File: src/rtl/multi_switch_debouncer_if.sv
// Switch-bank interface: raw switch levels in, debounced levels and edge events out.
// master = the side that supplies raw levels and consumes events; slave = the debouncer.
interface multi_switch_debouncer_if #(
  parameter int CHANNELS = 4
);
  logic [CHANNELS-1:0] q;          // raw, bouncy switch levels
  logic [CHANNELS-1:0] Q;          // debounced levels
  logic [CHANNELS-1:0] rise;       // one-cycle 0->1 event per channel
  logic [CHANNELS-1:0] fall;       // one-cycle 1->0 event per channel
  logic                any_event;  // OR of all rise/fall in the same cycle

  modport master (output q, input Q, rise, fall, any_event);
  modport slave  (input q, output Q, rise, fall, any_event);
endinterface

File: src/rtl/multi_switch_debouncer.sv
// N-channel switch debouncer. Each channel runs a LO/WAIT_HI/HI/WAIT_LO FSM with a
// stability counter; a level change is accepted only after STABLE_CYCLES consecutive
// identical samples, and one-cycle rise/fall pulses coincide with the new Q value.
// Optional macro DEBOUNCER_SYNC_EN inserts a two-flop synchroniser per channel
// (q may then be asynchronous; latency grows by 2 cycles).
module multi_switch_debouncer #(
  parameter int CHANNELS      = 4,
  parameter int STABLE_CYCLES = 10
) (
  input  logic                      clk,
  input  logic                      reset,
  multi_switch_debouncer_if.slave   sw
);

  localparam int CW = $clog2(STABLE_CYCLES + 1);

  typedef enum logic [1:0] {
    LO      = 2'd0,
    WAIT_HI = 2'd1,
    HI      = 2'd2,
    WAIT_LO = 2'd3
  } state_t;

  logic [CHANNELS-1:0] s;          // sample seen by the FSMs
  logic [CHANNELS-1:0] level_q, level_d;
  logic [CHANNELS-1:0] rise_q, rise_d;
  logic [CHANNELS-1:0] fall_q, fall_d;
  logic                any_q;

`ifdef DEBOUNCER_SYNC_EN
  logic [CHANNELS-1:0] meta_q;
  logic [CHANNELS-1:0] sync_q;

  // Two-flop synchroniser in front of every channel
  always_ff @(posedge clk) begin
    if (reset) begin
      meta_q <= '0;
      sync_q <= '0;
    end else begin
      meta_q <= sw.q;
      sync_q <= meta_q;
    end
  end

  assign s = sync_q;
`else
  assign s = sw.q;
`endif

  for (genvar gi = 0; gi < CHANNELS; gi++) begin : g_ch
    state_t        state_q, state_d;
    logic [CW-1:0] cnt_q, cnt_d;
    logic          at_limit;
    logic          rise_c, fall_c, level_c;

    // Last sample of the acceptance window has been reached
    assign at_limit = (cnt_q == CW'(STABLE_CYCLES - 1));

    // State register: FSM state and stability counter
    always_ff @(posedge clk) begin
      if (reset) begin
        state_q <= LO;
        cnt_q   <= '0;
      end else begin
        state_q <= state_d;
        cnt_q   <= cnt_d;
      end
    end

    // Next-state logic: any opposite sample during a WAIT state aborts the window
    always_comb begin
      state_d = state_q;
      cnt_d   = cnt_q;
      case (state_q)
        LO: begin
          if (s[gi]) begin
            state_d = WAIT_HI;
            cnt_d   = CW'(1);
          end else begin
            cnt_d   = '0;
          end
        end
        WAIT_HI: begin
          if (!s[gi]) begin
            state_d = LO;
            cnt_d   = '0;
          end else if (at_limit) begin
            state_d = HI;
            cnt_d   = '0;
          end else begin
            cnt_d   = cnt_q + CW'(1);
          end
        end
        HI: begin
          if (!s[gi]) begin
            state_d = WAIT_LO;
            cnt_d   = CW'(1);
          end else begin
            cnt_d   = '0;
          end
        end
        WAIT_LO: begin
          if (s[gi]) begin
            state_d = HI;
            cnt_d   = '0;
          end else if (at_limit) begin
            state_d = LO;
            cnt_d   = '0;
          end else begin
            cnt_d   = cnt_q + CW'(1);
          end
        end
        default: begin
          state_d = LO;
          cnt_d   = '0;
        end
      endcase
    end

    // Output logic: pulses and new level on the accepting transitions only
    always_comb begin
      rise_c  = 1'b0;
      fall_c  = 1'b0;
      level_c = level_q[gi];
      if (state_q == WAIT_HI && s[gi] && at_limit) begin
        rise_c  = 1'b1;
        level_c = 1'b1;
      end
      if (state_q == WAIT_LO && !s[gi] && at_limit) begin
        fall_c  = 1'b1;
        level_c = 1'b0;
      end
    end

    assign rise_d[gi]  = rise_c;
    assign fall_d[gi]  = fall_c;
    assign level_d[gi] = level_c;
  end

  // Registered outputs so Q and its pulse appear in the same cycle
  always_ff @(posedge clk) begin
    if (reset) begin
      level_q <= '0;
      rise_q  <= '0;
      fall_q  <= '0;
      any_q   <= 1'b0;
    end else begin
      level_q <= level_d;
      rise_q  <= rise_d;
      fall_q  <= fall_d;
      any_q   <= |(rise_d | fall_d);
    end
  end

  assign sw.Q         = level_q;
  assign sw.rise      = rise_q;
  assign sw.fall      = fall_q;
  assign sw.any_event = any_q;

endmodule

File: src/flat_wrapper.sv
// flat-port wrapper written by rule: the top's interface ports become plain ports
module multi_switch_debouncer_flat 
#(
  parameter int CHANNELS      = 4,
  parameter int STABLE_CYCLES = 10
)
  (clk, reset, sw_q, sw_Q, sw_rise, sw_fall, sw_any_event);
  multi_switch_debouncer_if #(.CHANNELS(CHANNELS)) sw_i ();
  input  logic clk;
  input  logic reset;
  input wire logic [$bits(sw_i.q)-1:0] sw_q;
  output wire logic [$bits(sw_i.Q)-1:0] sw_Q;
  output wire logic [$bits(sw_i.rise)-1:0] sw_rise;
  output wire logic [$bits(sw_i.fall)-1:0] sw_fall;
  output wire logic [$bits(sw_i.any_event)-1:0] sw_any_event;
  assign sw_i.q = sw_q;
  assign sw_Q = sw_i.Q;
  assign sw_rise = sw_i.rise;
  assign sw_fall = sw_i.fall;
  assign sw_any_event = sw_i.any_event;
  multi_switch_debouncer #(.CHANNELS(CHANNELS), .STABLE_CYCLES(STABLE_CYCLES)) u_core (.clk(clk), .reset(reset), .sw(sw_i));
endmodule
File: config.mk
export PLATFORM = sky130hd
export DESIGN_NAME = multi_switch_debouncer_flat
export DESIGN_NICKNAME = d
export VERILOG_FILES = /design/src/rtl/multi_switch_debouncer_if.sv /design/src/rtl/multi_switch_debouncer.sv /design/src/flat_wrapper.sv
export SDC_FILE = /design/constraint.sdc
export NUM_CORES = 1
export LEC_CHECK = 0
export CAP_MARGIN = 25
export CORE_UTILIZATION = 35
export CTS_BUF_LIST = sky130_fd_sc_hd__clkbuf_8
export DETAILED_ROUTE_END_ITERATION = 6
export SLEW_MARGIN = 5
export SYNTH_ARGS = -nofsm -noshare
export SYNTH_HDL_FRONTEND = slang
export SYNTH_SLANG_ARGS = --single-unit
File: constraint.sdc
create_clock -name clk -period 1.7 [get_ports clk]
set_clock_uncertainty 0.2 [all_clocks]
set_input_delay 0.425 -clock clk [delete_from_list [all_inputs] [get_ports clk]]
set_output_delay 0.425 -clock clk [all_outputs]
set_load 0.05 [all_outputs]
==> impl_metrics.tcl <==
set metrics [dict create \
    ios 19 \
    setup_ws_ns 0.146 \
    tritoncts "done" \
    grt_pass1_wl_um 4660 \
    drt_first_pass_iters 4 \
    place_hpwl_um 2040 \
    place_congestion 0.697 \
    clkLatencyLatePin_ns 0.29 \
    layout-area-overhead-vs-synth_pct 33.4 \
    die_w_um 67.0 \
    grt_pass1_vias 1114 \
    place_inst 221 \
    n_antenna_cell 0 \
    cp_max_fo 5 \
    syn-num-nets 161 \
    clk_pin_slew_ns 0.07 \
    dieArea_um2 4490 \
    fmax_mhz 643 \
    drc 0 \
    wl_met3_um 129 \
    hold_buffers 0 \
    routed.top_layer "met4" \
    cts.sinks 37 \
    min_to "u_core.g_ch[2].cnt_q[0]$_SDFF_PP0_" \
    ys_ff_latch 37 \
    nets 190 \
    p_leak_uw 0.000737 \
    synth_area_um2 1480 \
    met1_length_um 1180 \
    yosysSeqAreaShare_pct 50.0 \
    rsz0062_at_grt "false" \
    viasPerCell 5.00 \
    worstHoldPathCells 1 \
    max-vdd-ir-drop_uv 335 \
    netlist_instances 149 \
    initial_core_util_pct 36.7 \
    die_h_um 67.0 \
    power_frac_clock_pct 36.0 \
    fin_util_pct 49.0 \
    wl_um 2740 \
    reg2reg_to "u_core.sw.Q[3]$_SDFFE_PP0P_" \
    final_cells 227 \
    rr_startpoint "u_core.g_ch[3].cnt_q[0]$_SDFF_PP0_" \
    critPathLaunchType "flop" \
    vias 1134 \
    wl_per_cell_um 12.1 \
    dp_slack_ns -0.140 \
    fin_crit_ns 1.55 \
    synth_cell_types 38 \
    clk_path_buf_depth 2 \
    maxCapViolCount 0 \
    routed-wl-met2_um 1390 \
    hold_viol 0 \
    port_buffers 18 \
    drtIter0Drc 43 \
    timing.final.crit_share_pct 91.4 \
    arrival_ns 1.56 \
    syn_area_per_cell_um2 9.93 \
    finalSetupViolCount 0 \
    hp-class "reg2reg" \
    rows 23 \
    combPwrFrac_pct 6.1 \
    tightest_slew_ns 0.335 \
    critPathRequiredTime_ns 1.71 \
    cts_setup_buffers 0 \
    ys_warn_count 0 \
    root_buffer "clkbuf_8" \
    core_area_um2 4030 \
    relSlewSlack_pct 77.6 \
    grt_max_degree 21 \
    ant_nets 0 \
    switching_share_pct 22.5 \
    drive_gt1_share_pct 18.6 \
    antenna_found_initial 0 \
    min_from "u_core.g_ch[2].state_q[0]$_SDFFE_PP0P_" \
    p_int_uw 1200 \
    seqPwrFrac_pct 58.0 \
    p_switching_uw 348 \
    slew_violations 0 \
    grt_usage_pct 14.2 \
    worst-r2r-cell-count 4 \
    outcome "finished, final reports clean" \
    cts_buffers 5 \
    cellPowerDensity_nw_per_um2 784 \
    gr-total-overflow 0 \
    cts_resized 0 \
    crit_path_end_kind "flop" \
    htreeDepth 2 \
    critPathKind "reg2reg" \
    regToRegSetupSlack_ns 0.15 \
]
## placed cells by master (no fill, tap or decap), types with 2 or more instances in the layout
master	count
a21boi_1	2
mux2i_1	2
nand3b_1	3
buf_4	5
nand4b_1	2
o21ai_0	2
nor4_1	2
clkdlybuf4s50_1	5
nand2_1	9
o211ai_1	2
and4b_1	2
xnor2_1	6
nand2b_1	3
nor3_1	2
xor2_1	4
buf_12	14
nand3_1	4
nor2_1	22
a21oi_1	9
nor4b_1	3
ha_1	6
dfxtp_1	37
and2_1	2
clkbuf_8	5
inv_1	7
## synthesized netlist by cell type, drive strengths merged
cell      n  share of area (%)
a211oi    1               0.85
a21boi    2                1.0
a21oi     9                3.0
a22oi     1               0.51
a31oi     1               0.42
and2      2               0.85
and4b     2                1.4
buf       2               0.68
dfxtp    37                 50
ha        6                5.1
inv       7                1.8
mux2i     2                1.4
nand2    10                2.7
nand2b    4                2.2
nand3     4                1.4
nand3b    3                1.5
nand4b    3                2.8
nor2     22                5.6
nor3      3                1.8
nor3b     1               0.85
nor4      2               0.85
nor4b     3                1.8
o2111ai   1               0.59
o211ai    2                1.0
o21ai     2               0.68
o21bai    1               0.51
o22ai     1               0.42
o31ai     1               0.51
o41ai     1               0.59
or2       3                1.4
xnor2     6                3.6
xor2      4                2.4
## routing by layer
| metal | track usage [%] | up-vias |
|---|---|---|
| li1 | - | 572 |
| met2 | 24.3 | 17 |
| met4 | 7.98 | 0 |
| met5 | 0 | - |
| met3 | 4.62 | 4 |
| met1 | 15.2 | 541 |
## worst max-delay path, cell delays in order, from the launching register on
cell and delay, ns:
dfxtp_1 0.39, ha_1 0.24, nand4b_4 0.15, or2_4 0.29, a211oi_2 0.21
## kinds of logic after synthesis
kind of cell / count (synthesis) / share of synthesized area [%]
adders and majority gates: 6 / 5.07
xor gates and xnor gates: 10 / 5.92
buffers and inverters: 9 / 2.45
AOI/OAI and AO/OA: 23 / 10.1
muxes: 2 / 1.35
DFF: 37 / 50.0
and+or+nand+nor: 62 / 25.0
## power by group through the flow
| stage | clock (µW) | sequential, µW | combinational (µW) |
|---|---|---|---|
| 2_1_floorplan | 0 | 919 | 39.9 |
| 4_1_cts | 579 | 896 | 94.9 |
| 5_1_grt | 614 | 898 | 104 |
| 3_3_place_gp | 0 | 915 | 90.3 |
| 6_report | 556 | 897 | 94.0 |
| 3_5_place_dp | 0 | 916 | 94.3 |
## through the flow
| stage | power, µW | cell area [µm²] | hold slack (ns) | setup TNS (ns) |
|---|---|---|---|---|
| floorplan | 959 | 1480 | 0.229 | 0 |
| global placement | 1010 | 1900 | 0.243 | -0.751 |
| detailed placement | 1010 | 1900 | 0.263 | -1.35 |
| CTS | 1570 | 1970 | 0.276 | 0 |
| global route | 1620 | 1970 | 0.302 | 0 |
| finish | 1550 | 1970 | 0.272 | 0 |
## layout make-up
class                           count  area [µm²]
Tap cell                           50        62.6
Clock buffer                        5        68.8
Sequential cell                    37         741
Clock inverter                      1        5.00
Timing Repair Buffer               24         368
Fill cell                         384        2050
Multi-Input combinational cell    103         703
Inverter                            7        26.3
## worst max path at each step
stage | slack (ns) | end | from
floorplan | 0.27 | u_core.sw.Q[3]$_SDFFE_PP0P_ | u_core.g_ch[3].cnt_q[0]$_SDFF_PP0_
finish | 0.15 | u_core.sw.Q[3]$_SDFFE_PP0P_ | u_core.g_ch[3].cnt_q[0]$_SDFF_PP0_
global route | 0.005 | u_core.sw.Q[2]$_SDFFE_PP0P_ | u_core.g_ch[2].cnt_q[0]$_SDFF_PP0_
detailed placement | -0.14 | u_core.sw.any_event$_SDFF_PP0_ | sw_q[1]
global placement | -0.11 | u_core.sw.any_event$_SDFF_PP0_ | sw_q[1]
CTS | 0.13 | u_core.sw.Q[3]$_SDFFE_PP0P_ | u_core.g_ch[3].cnt_q[0]$_SDFF_PP0_
(Power assumes the default switching activity.)
